## config.mk

```make
export PLATFORM = sky130hd
export DESIGN_NAME = mux_rr_arbiter_4x1
export DESIGN_NICKNAME = d
export VERILOG_FILES = /design/src/rtl/mux_rr_arbiter_4x1.sv
export SDC_FILE = /design/constraint.sdc
export NUM_CORES = 1
export LEC_CHECK = 0
export CORE_MARGIN = 4
export CORE_UTILIZATION = 46
export DETAILED_ROUTE_END_ITERATION = 10
export PLACE_DENSITY = 0.75
export SYNTH_ARGS = -nofsm -noshare
export SYNTH_HDL_FRONTEND = slang
export SYNTH_SLANG_ARGS = --single-unit
```

## constraint.sdc

```tcl
create_clock -name Clk_s -period 1.84 [get_ports Clk_s]
set_input_delay 0.184 -clock Clk_s [delete_from_list [all_inputs] [get_ports Clk_s]]
set_output_delay 0.184 -clock Clk_s [all_outputs]
set_load 0.01 [all_outputs]
```

## src/rtl/mux_rr_arbiter_4x1.sv

```systemverilog
// Four-source round-robin arbiter with a bounded hold time. It drives a registered
// one-hot grant and the 2-bit select for a downstream 4x1 mux.
module mux_rr_arbiter_4x1 #(
    parameter int MAX_HOLD = 4
) (
    input  logic       Clk_s,
    input  logic       Rst_s,
    input  logic [3:0] Req_s,
    output logic [3:0] Gnt_s,
    output logic       S1_s,
    output logic       S0_s,
    output logic       Valid_s,
    output logic [3:0] Hold_s
);

    typedef enum logic {IDLE, GRANT} state_t;

    localparam logic [3:0] HOLD_LAST = 4'(MAX_HOLD - 1);

    state_t     state_q, state_d;
    logic [3:0] gnt_q, gnt_d;
    logic [1:0] sel_q, sel_d;
    logic       valid_q, valid_d;
    logic [3:0] hold_q, hold_d;
    logic [1:0] last_q, last_d;

    logic       issue;
    logic [1:0] winner;

    // Search begins just after the last winner, so the previous owner is tried last.
    function automatic logic [1:0] rr_pick(input logic [3:0] req, input logic [1:0] last);
        logic [1:0] idx;
        logic [1:0] win;
        logic       found;
        win   = last;
        found = 1'b0;
        for (int i = 1; i <= 4; i++) begin
            idx = last + 2'(i);
            if (!found && req[idx]) begin
                win   = idx;
                found = 1'b1;
            end
        end
        return win;
    endfunction

    always_comb begin
        state_d = state_q;
        gnt_d   = gnt_q;
        sel_d   = sel_q;
        valid_d = valid_q;
        hold_d  = hold_q;
        last_d  = last_q;
        issue   = 1'b0;
        winner  = rr_pick(Req_s, last_q);

        case (state_q)
            IDLE: begin
                issue = |Req_s;
            end
            GRANT: begin
                if (Req_s[last_q] && (hold_q < HOLD_LAST)) begin
                    hold_d = hold_q + 4'd1;
                end else if (|Req_s) begin
                    issue = 1'b1;
                end else begin
                    // The select keeps its last value so the downstream mux does not toggle.
                    state_d = IDLE;
                    gnt_d   = 4'b0000;
                    valid_d = 1'b0;
                    hold_d  = 4'd0;
                end
            end
            default: state_d = IDLE;
        endcase

        if (issue) begin
            state_d = GRANT;
            gnt_d   = 4'b0001 << winner;
            sel_d   = winner;
            valid_d = 1'b1;
            hold_d  = 4'd0;
            last_d  = winner;
        end
    end

    always_ff @(posedge Clk_s or negedge Rst_s) begin
        if (!Rst_s) begin
            state_q <= IDLE;
            gnt_q   <= 4'b0000;
            sel_q   <= 2'b00;
            valid_q <= 1'b0;
            hold_q  <= 4'd0;
            last_q  <= 2'd3;
        end else begin
            state_q <= state_d;
            gnt_q   <= gnt_d;
            sel_q   <= sel_d;
            valid_q <= valid_d;
            hold_q  <= hold_d;
            last_q  <= last_d;
        end
    end

    assign Gnt_s   = gnt_q;
    assign S1_s    = sel_q[1];
    assign S0_s    = sel_q[0];
    assign Valid_s = valid_q;
    assign Hold_s  = hold_q;

endmodule
```

# Word-level counts from Yosys, hierarchy flattened
# Index checks and enable logic that the tools add are counted.
[op_classes]
n_addsub = 4
order_cmp = 5
n_eq_ne = 3
shift = 1
mux = 32
bitwise = 1
n_reduce_logical = 11
[op_table]
columns = ["cell", "n"]
rows = [
  ["2-to-1 mux 4 bit", 7],
  ["2-to-1 mux 1 bit", 16],
  ["less-than comparator 2 x 3 -> 1 bit, second input constant", 4],
  ["binary-select mux 1 bit (select 2 bit)", 4],
  ["2-to-1 mux 2 bit", 4],
  ["adder 2 bit, second input constant", 2],
  ["adder 4 x 1 -> 4 bit, second input constant", 1],
  ["logical AND 1 bit", 4],
  ["less-than comparator 4 x 2 -> 1 bit, second input constant", 1],
  ["!= test 2 bit, second input constant", 2],
  ["OR reduction 4 bit", 1],
  ["<< shifter 1 x 2 -> 4 bit, first input constant", 1],
  ["zero test 1 bit", 3],
  ["!= test 3 x 2 -> 1 bit, second input constant", 1],
  ["AND reduction 3 bit", 1],
  ["adder 2 x 1 -> 2 bit, second input constant", 1],
  ["case mux 1 bit (2 select lines)", 1],
  ["AND reduction 2 bit", 1],
  ["nonzero test 2 bit", 1],
  ["NOT 1 bit", 1],
]
[totals]
register_bits = 14
out_inout_bits = 11
wordCells = 63

# Longest topological paths before layout
# Gate-level depths: netlist of run 1.
[logic_depth]
depth_word = 15
depth_mapped = 6

# Worst setup path after synthesis of run 1
# No wires, ideal clock.
[synth_path]
path_kind = "reg2reg"
from = "register last_q[0]"
to = "register hold_q[0], in the netlist Hold_s[0]"
setup_time_ns = 0.125
t_arrival_ns = 1.573
t_required_ns = 1.715
setup_slack_ns = 0.143
stages_incl_launch_ff = 5
cell_sequence = "dfstp_2 -> mux4_2 -> nand3_1 -> inv_1 -> mux2_2"
[synth_between]
elab_chain_len = 7
elab_cells_between_ends = 11
cone_classes = "eq/ne: 1; mux: 7; reduce/logical: 3"
[synth_lines]
columns = ["item", "line_no", "rtl"]
rows = [
  ["start, declared", "25", "logic [1:0] last_q, last_d;"],
  ["start signal, assigned", "101", "last_q <= last_d;"],
  ["binary-select mux 1 bit (select 2 bit) (*)", "62", "if (Req_s[last_q] && (hold_q < HOLD_LAST)) begin"],
  ["2-to-1 mux 1 bit (not written as such) (*)", "62", ""],
  ["logical AND 1 bit (*)", "62", ""],
  ["2-to-1 mux 1 bit", "62", ""],
  ["case mux 1 bit (2 select lines)", "57", "case (state_q)"],
  ["!= test 3 x 2 -> 1 bit (no line) or nonzero test 2 bit (tied branches)", "--", ""],
  ["AND reduction 2 bit (no line)", "--", ""],
  ["end signal, assigned", "100", "hold_q <= hold_d;"],
  ["end, declared", "24", "logic [3:0] hold_q, hold_d;"],
]
# Mark *: on every way between the ends. The rest lies on a longest branch, timed or not. The select of a mux whose other input is x is not followed.
# A chain may end at the register's enable or synchronous reset.

# Worst setup path after layout of run 1
[layout_path]
from = "register last_q[0]"
to = "register gnt_q[0], in the netlist Gnt_s[0]"
[layout_between]
elab_chain_len = 15
elab_cells_between_ends = 33
cone_classes = "add/sub: 3; eq/ne: 2; shift: 1; mux: 18; reduce/logical: 9"
[layout_lines]
columns = ["item", "line_no", "rtl"]
rows = [
  ["adder 2 x 1 -> 2 bit", "38", "idx = last + 2'(i);"],
  ["binary-select mux 1 bit (select 2 bit)", "39", "if (!found && req[idx]) begin"],
  ["2-to-1 mux 1 bit (not written as such)", "39", ""],
  ["2-to-1 mux 1 bit", "39", ""],
  ["zero test 1 bit", "39", ""],
  ["logical AND 1 bit", "39", ""],
  ["2-to-1 mux 1 bit", "39", ""],
  ["zero test 1 bit", "39", ""],
  ["logical AND 1 bit", "39", ""],
  ["2-to-1 mux 1 bit", "39", ""],
  ["zero test 1 bit", "39", ""],
  ["logical AND 1 bit", "39", ""],
  ["2-to-1 mux 2 bit", "39", ""],
  ["<< shifter 1 x 2 -> 4 bit", "79", "gnt_d = 4'b0001 << winner;"],
  ["2-to-1 mux 4 bit", "77", "if (issue) begin"],
  ["end signal, assigned", "97", "gnt_q <= gnt_d;"],
  ["end, declared", "21", "logic [3:0] gnt_q, gnt_d;"],
]
# Several ways; a longest one is shown, not always the timed one. The select of a mux whose other input is x is not followed.

==> results.py, run 1 <==
metrics = {
    "yosys": {
        "ys_warn_count": 0,
        "yosys-mux-area-fraction": 0.0496,
        "synth_simple_gate_area_frac": 0.127,
        "yosys.area_share.adder": 0.0184,
        "post_synth_cell_types": 27,
        "synth_nets": 63,
        "postSynthCellCount": 56,
        "yosys_register_bits": 14,
        "synth_top_family_by_area": "compound AO/OA/AOI/OAI gates",
        "synth.cell_area_um2": 681,
        "synth_compound_gate_area_share": 0.254,
        "synthesis.area_per_instance_um2": 12.2,
        "synthXorXnorAreaFrac": 0,
        "synth-seq-area-share": 0.518,
    },
    "global_routing": {
        "gr-total-overflow": 0,
        "grt_max_degree": 15,
        "vias_in_the_first_global_route": 545,
        "grt_antenna_before_repair": 0,
        "grt_first_pass_wirelength_mm": 2.35,
        "grt_usage": 0.157,
    },
    "clocking": {
        "cts_max_level": 1,
        "cts_tree": "built",
        "cts.clk_slew.worst_paths_ns": 0.09,
        "worstSkewPairLatency_ns": 0.27,
        "cts-root-to-sink-buffers": 2,
        "numCtsBuffers": 3,
        "clock_sinks": 14,
        "cts.root.buffer_cell": "sky130_fd_sc_hd__clkbuf_4",
    },
    "final_layout": {
        "layout-area-overhead-vs-synth_pct": 42.1,
        "layout.area.seq_um2": 353,
        "multi_input_area_um2": 328,
        "antenna_cells_inserted": 0,
        "fin_util": 0.716,
        "design.final.nets": 92,
        "post_route_cells_drive_above_1_share": 0.286,
        "filler_cell_count": 106,
        "final_area_um2": 967,
    },
    "die": {
        "fp.dieW_um": 46.5,
        "die_height_um": 46.5,
        "coreArea_mm2": 0.00135,
        "initial_core_utilization": 0.504,
        "io-pin-count": 17,
        "row_count": 13,
        "dieArea_mm2": 0.00216,
    },
    "drt": {
        "drt_first_pass_iters": 4,
        "viasPerCell": 5.69,
        "drc": 0,
        "finalWirelength_mm": 1.51,
        "drt.antenna.violating_nets": 0,
        "number_of_drc_markers_in_iteration_0": 25,
        "post_drt_wl_per_cell_um": 15.2,
        "vias": 563,
    },
    "sta": {
        "finalWorstPathRequiredPeriod_ns": 1.77,
        "finalMaxSlewViolations": 0,
        "layout_setup_ws_ns": 0.0697,
        "fin_setup_tns_ns": 0,
        "final_min_period_over_clock_period": 0.962,
        "max_slew.worst_pin.slew_ns": 0.606,
        "finalSetupViolCount": 0,
        "highest_attainable_clock_frequency_mhz": 565,
        "timing.clock.skew_ns": 0.00394,
        "finalHoldViolCount": 0,
        "rsz0062_at_grt": "no",
        "slew_headroom": 0.595,
    },
    "setup_path": {
        "worst_path_cell_trace": "mux4_2, nand3_2, o21ai_2, a32o_1",
        "regToRegStartpoint": "last_q[0]",
        "cp_data_arrival_time_ns": 1.94,
        "crit_buf_inv": 0,
        "worst-path-max-fanout": 6,
        "ff2ff_setup_slack_ns": 0.07,
        "crit_required_ns": 2.01,
        "ws_path_type": "reg -> reg",
        "cp.depth": 4,
        "kind_of_launch_point_of_the_worst_setup_path": "register",
        "critical_path.top_delay_family": "flip-flops",
        "crit-reg2reg-capture": "Gnt_s[0]",
        "reg2regPathDepth": 4,
        "worst_path_largest_cell_delay_ns": 0.60,
        "cp_slowest_cell": "sky130_fd_sc_hd__dfstp_2",
        "crit_end_category": "register",
    },
    "placement": {
        "port_buffers": 16,
        "dpl_worst_slack_ns": 0.0428,
        "gpl.final_weighted_congestion": 0.713,
        "detailed_place.area_um2": 901,
        "dpl.hpwl_mm": 1.07,
    },
    "power_and_ir_drop": {
        "vdd_drop_max_uv": 898,
        "cellLeakagePower_nw": 0.419,
        "power_density_mw_per_mm2": 1530,
        "total_power_w": 0.00148,
    },
    "run_status": {
        "status": "complete, no violations",
    },
    "run": {
        "maxCapViolCount": 0,
    },
    "worst_hold_path": {
        "timing.hold.worst.class": "in -> async",
    },
}
==> repair_timing <==
item	4_1_cts	5_1_grt
gates resized for setup	0	2
buffers inserted	0	1
setup endpoints to repair	0	9
hold buffers	0	0
==> through the flow <==
| step | cells | hold slack, ns |
|---|---|---|
| floorplan | 56 | -0.112 |
| global placement | 93 | 0.473 |
| detailed placement | 93 | 0.471 |
| CTS | 97 | 0.307 |
| global route | 99 | 0.317 |
| finish | 99 | 0.285 |
==> synthesized netlist by cell type <==
| library cell | instances | area share |
|---|---|---|
| sky130_fd_sc_hd__a21oi_1 | 2 | 0.015 |
| sky130_fd_sc_hd__dfstp_2 | 2 | 0.077 |
| sky130_fd_sc_hd__nand3_1 | 1 | 0.0073 |
| sky130_fd_sc_hd__mux4_2 | 1 | 0.033 |
| sky130_fd_sc_hd__o21ai_0 | 1 | 0.0073 |
| sky130_fd_sc_hd__ha_1 | 1 | 0.018 |
| sky130_fd_sc_hd__buf_6 | 1 | 0.017 |
| sky130_fd_sc_hd__a31oi_4 | 1 | 0.031 |
| sky130_fd_sc_hd__o31ai_1 | 1 | 0.011 |
| sky130_fd_sc_hd__a22o_1 | 1 | 0.013 |
| sky130_fd_sc_hd__and2b_1 | 2 | 0.022 |
| sky130_fd_sc_hd__nor2_1 | 8 | 0.044 |
| sky130_fd_sc_hd__dfrtp_1 | 12 | 0.44 |
| sky130_fd_sc_hd__a21o_1 | 2 | 0.022 |
| sky130_fd_sc_hd__o31a_1 | 1 | 0.013 |
| sky130_fd_sc_hd__mux2_2 | 1 | 0.017 |
| sky130_fd_sc_hd__nor2b_1 | 1 | 0.0092 |
| sky130_fd_sc_hd__a221o_1 | 1 | 0.015 |
| sky130_fd_sc_hd__a221oi_2 | 1 | 0.022 |
| sky130_fd_sc_hd__and2_1 | 2 | 0.018 |
| sky130_fd_sc_hd__o21ai_2 | 1 | 0.013 |
| sky130_fd_sc_hd__a31oi_1 | 2 | 0.018 |
| sky130_fd_sc_hd__inv_1 | 3 | 0.017 |
| sky130_fd_sc_hd__o21ba_2 | 1 | 0.015 |
| sky130_fd_sc_hd__a32o_1 | 4 | 0.059 |
| sky130_fd_sc_hd__nor3_1 | 1 | 0.0073 |
| sky130_fd_sc_hd__nor4_2 | 1 | 0.018 |
==> worst max-delay path by stage <==
stage,start,endpoint
after floorplan,last_q[0],Hold_s[0]
after global placement,Req_s[3],Gnt_s[1]
after detailed placement,Req_s[3],Gnt_s[2]
after CTS,last_q[0],last_q[0]
after global routing,last_q[0],Gnt_s[1]
final,last_q[0],Gnt_s[0]
==> worst reg2reg max path, delay by kind of cell (launching register included) <==
| family | cells | cell delay [ns] |
|---|---|---|
| DFF | 1 | 0.60 |
| muxes | 1 | 0.59 |
| AOI/OAI and AO/OA | 2 | 0.33 |
| and+or+nand+nor | 1 | 0.14 |
==> layout make-up <==
cell class	instances	area share
flip-flops and latches	14	0.365
multi-input cells	39	0.339
repair buffers	24	0.228
clock buffers	4	0.0375
well taps	15	0.0194
inverters	3	0.0116
==> sequential cells by signal, indices dropped and copies added (netlist names) <==
register and count:
Gnt_s 4, Hold_s 4, Valid_s 1, last_q 2, sel_q 2, state_q 1
==> power by group <==
group | switching (W) | internal (W)
Clock | 0.0000968 | 0.000120
Sequential | 0.0000934 | 0.000434
Combinational | 0.000330 | 0.000405
==> placed cells by master, fill, tap and decap left out <==
master	synthesis	routed
sky130_fd_sc_hd__nor4_2	1	1
sky130_fd_sc_hd__dfrtp_1	12	12
sky130_fd_sc_hd__o21ba_2	1	1
sky130_fd_sc_hd__a31oi_2	0	1
sky130_fd_sc_hd__o21ai_2	1	1
sky130_fd_sc_hd__clkdlybuf4s50_1	0	16
sky130_fd_sc_hd__a22o_1	1	1
sky130_fd_sc_hd__a221o_1	1	1
sky130_fd_sc_hd__a21o_1	2	2
sky130_fd_sc_hd__a221oi_2	1	1
sky130_fd_sc_hd__ha_1	1	1
sky130_fd_sc_hd__mux4_2	1	1
sky130_fd_sc_hd__inv_1	3	3
sky130_fd_sc_hd__clkbuf_4	0	3
sky130_fd_sc_hd__clkbuf_8	0	1
sky130_fd_sc_hd__o21ai_0	1	1
sky130_fd_sc_hd__o31a_1	1	1
sky130_fd_sc_hd__a32o_1	4	4
sky130_fd_sc_hd__a21oi_1	2	2
sky130_fd_sc_hd__a31oi_1	2	2
sky130_fd_sc_hd__nor2b_1	1	1
sky130_fd_sc_hd__nor2_1	8	8
sky130_fd_sc_hd__dfstp_2	2	2
sky130_fd_sc_hd__and2b_1	2	2
sky130_fd_sc_hd__o31ai_1	1	1
sky130_fd_sc_hd__a31oi_4	1	1
sky130_fd_sc_hd__buf_4	0	8
sky130_fd_sc_hd__and2_1	2	2
sky130_fd_sc_hd__mux2_2	1	1
sky130_fd_sc_hd__nand3_2	0	1
sky130_fd_sc_hd__nor3_2	0	1
==> routing by layer <==
layer	share of wire	track usage	vias up
met4	0.015	0.0852	0
met1	0.47	0.208	276
met3	0.050	0.0352	2
met5	0	0	-
met2	0.46	0.236	14
li1	-	-	271
==> logic make-up after synthesis <==
group                    after synthesis
multiplexers                           2
buffers and inverters                  4
AO/OA/AOI/OAI                         19
flip-flops                            14
AND/OR/NAND/NOR                       16
adder cells (fa/ha/maj)                1
(Power assumes the default switching activity.)
==> run 2, diff against run 1 <==
--- a/config.mk
+++ b/config.mk
@@ -5,6 +5,7 @@
 export SDC_FILE = /design/constraint.sdc
 export NUM_CORES = 1
 export LEC_CHECK = 0
+export ABC_CLOCK_PERIOD_IN_PS = 1840
 export CORE_MARGIN = 4
 export CORE_UTILIZATION = 46
 export DETAILED_ROUTE_END_ITERATION = 10
==> results of run 2 <==
Final layout, timing and power as in run 1 (identical DEF).
==> run 3, diff against run 2 <==
--- a/config.mk
+++ b/config.mk
@@ -6,7 +6,6 @@
 export NUM_CORES = 1
 export LEC_CHECK = 0
 export ABC_CLOCK_PERIOD_IN_PS = 1840
-export CORE_MARGIN = 4
 export CORE_UTILIZATION = 46
 export DETAILED_ROUTE_END_ITERATION = 10
 export PLACE_DENSITY = 0.75
==> run 3 against run 2 <==
Flip-flop and latch count is the same. Clock skew decreased by 0.0026 ns. Critical path depth rose by 1. Global-route usage grew 4.3 points. Sequential power barely moved. Clock power about the same. Die area decreased by 24%.
==> results.py, run 3 (same netlist as run 1, synthesis figures left out) <==
metrics = {
    "setup_path": {
        "kind_of_launch_point_of_the_worst_setup_path": "register",
        "crit_end_category": "register",
        "cp_data_arrival_time_ns": 1.99,
        "cp_slowest_cell": "sky130_fd_sc_hd__dfstp_2",
        "crit_required_ns": 2.04,
        "critical_path.top_delay_family": "flip-flops",
        "worst_path_largest_cell_delay_ns": 0.61,
        "crit-reg2reg-capture": "sel_q[1]",
        "regToRegStartpoint": "last_q[0]",
        "ff2ff_setup_slack_ns": 0.05,
        "crit_buf_inv": 1,
        "worst-path-max-fanout": 11,
        "worst_path_cell_trace": "mux4_2, a31oi_4, buf_12, nor2_1, a31oi_1",
        "reg2regPathDepth": 5,
        "ws_path_type": "reg -> reg",
    },
    "sta": {
        "slew_headroom": 0.591,
        "finalSetupViolCount": 0,
        "max_slew.worst_pin.slew_ns": 0.612,
        "layout_setup_ws_ns": 0.0466,
        "final_min_period_over_clock_period": 0.975,
        "finalMaxSlewViolations": 0,
        "finalWorstPathRequiredPeriod_ns": 1.79,
        "fin_setup_tns_ns": 0,
        "finalHoldViolCount": 0,
        "timing.clock.skew_ns": 0.00134,
        "rsz0062_at_grt": "no",
        "highest_attainable_clock_frequency_mhz": 558,
    },
    "clocking": {
        "cts-root-to-sink-buffers": 2,
        "clock_sinks": 14,
        "cts.repair_timing.setup_buffer_count": 0,
        "numCtsBuffers": 3,
        "cts_max_level": 1,
        "cts.clk_slew.worst_paths_ns": 0.08,
        "cts.root.buffer_cell": "sky130_fd_sc_hd__clkbuf_4",
        "cts-hold-fix-buffers": 0,
        "worstSkewPairLatency_ns": 0.27,
        "cts_tree": "built",
    },
    "die": {
        "row_count": 13,
        "fp.dieW_um": 40.5,
        "coreArea_mm2": 0.00133,
        "initial_core_utilization": 0.510,
        "dieArea_mm2": 0.00164,
        "io-pin-count": 17,
        "die_height_um": 40.5,
    },
    "final_layout": {
        "mostFrequentLayoutCells": "sky130_fd_sc_hd__clkdlybuf4s50_1, sky130_fd_sc_hd__dfrtp_1, sky130_fd_sc_hd__nor2_1, sky130_fd_sc_hd__buf_4, sky130_fd_sc_hd__a32o_1",
        "post_route_cells_drive_above_1_share": 0.256,
        "layout-area-overhead-vs-synth_pct": 40.3,
        "fin_cells": 97,
        "antenna_cells_inserted": 0,
        "mostFrequentLayoutCell": "sky130_fd_sc_hd__clkdlybuf4s50_1",
        "design.final.nets": 90,
    },
    "power_and_ir_drop": {
        "total_power_w": 0.00150,
        "cellLeakagePower_nw": 0.415,
        "power_density_mw_per_mm2": 1570,
        "vdd_drop_max_uv": 847,
    },
    "global_routing": {
        "gr-total-overflow": 0,
        "vias_in_the_first_global_route": 507,
        "grt_first_pass_wirelength_mm": 2.12,
        "grt_usage": 0.200,
        "grt_max_degree": 15,
        "grt_antenna_before_repair": 0,
    },
    "drt": {
        "detail_route.wirelength.met1_um": 734,
        "drt_first_pass_iters": 4,
        "wl_met2_um": 582,
        "dr_top_layer": "met3",
        "number_of_drc_markers_in_iteration_0": 8,
        "drt.antenna.violating_nets": 0,
        "vias": 539,
        "finalWirelength_mm": 1.37,
        "viasPerCell": 5.56,
        "post_drt_wl_per_cell_um": 14.1,
        "met3WireLength_um": 54,
        "drc": 0,
    },
    "worst_hold_path": {
        "timing.hold.worst.class": "in -> async",
    },
    "placement": {
        "numPlacedInstances": 93,
        "dpl.hpwl_mm": 1.05,
        "port_buffers": 16,
        "dpl_worst_slack_ns": 0.0163,
        "gpl.final_weighted_congestion": 0.781,
    },
    "run_status": {
        "status": "complete, no violations",
    },
    "run": {
        "maxCapViolCount": 0,
    },
}
## run 3: layout make-up
cell class	count	area, um^2
well taps	15	18.8
multi-input cells	38	310
repair buffers	23	225
inverters	3	11.3
fillers	100	379
flip-flops and latches	14	353
clock buffers	4	36.3
## run 3: worst max path at each step
stage	start	to	slack (ns)	depth (start not counted)
4_1_cts	last_q[0]	Gnt_s[1]	0.04	4
5_1_grt	last_q[0]	last_q[1]	0.02	5
3_5_place_dp	Req_s[3]	Gnt_s[1]	0.02	6
3_3_place_gp	Req_s[1]	Gnt_s[0]	0.03	5
2_1_floorplan	last_q[0]	Hold_s[0]	0.14	4
6_report	last_q[0]	sel_q[1]	0.05	5
## run 3: report_power, final
| part | internal, W | switching (W) | total (W) | leakage, nW |
|---|---|---|---|---|
| Sequential | 0.000435 | 0.0000950 | 0.000530 | 0.170 |
| Combinational | 0.000430 | 0.000324 | 0.000754 | 0.224 |
| Clock | 0.000120 | 0.0000973 | 0.000218 | 0.0210 |
## run 3: worst register-to-register path: cells and delay by family, from the launching register on
| family | cells | cell delay (ns) |
|---|---|---|
| simple gates | 1 | 0.04 |
| compound gates | 2 | 0.35 |
| buf+inv | 1 | 0.15 |
| flops | 1 | 0.61 |
| mux | 1 | 0.57 |
## run 3: metal layers
metal	vias up	GRT usage
met3	0	0.0500
met4	0	0.0500
met5	-	0
li1	268	-
met1	264	0.286
met2	7	0.302
## run 3: timing repair
action | CTS | global route
endpoints found under the hold margin | 0 | 0
setup endpoints to repair | 0 | 5
gates resized for setup | 0 | 1
## run 3: per-stage QoR
step	hold WS, ns	area (um^2)	util
finish	0.288	955	0.716
global route	0.337	955	0.716
global placement	0.463	913	0.685
detailed placement	0.475	913	0.685
CTS	0.307	950	0.712
floorplan	-0.112	681	-
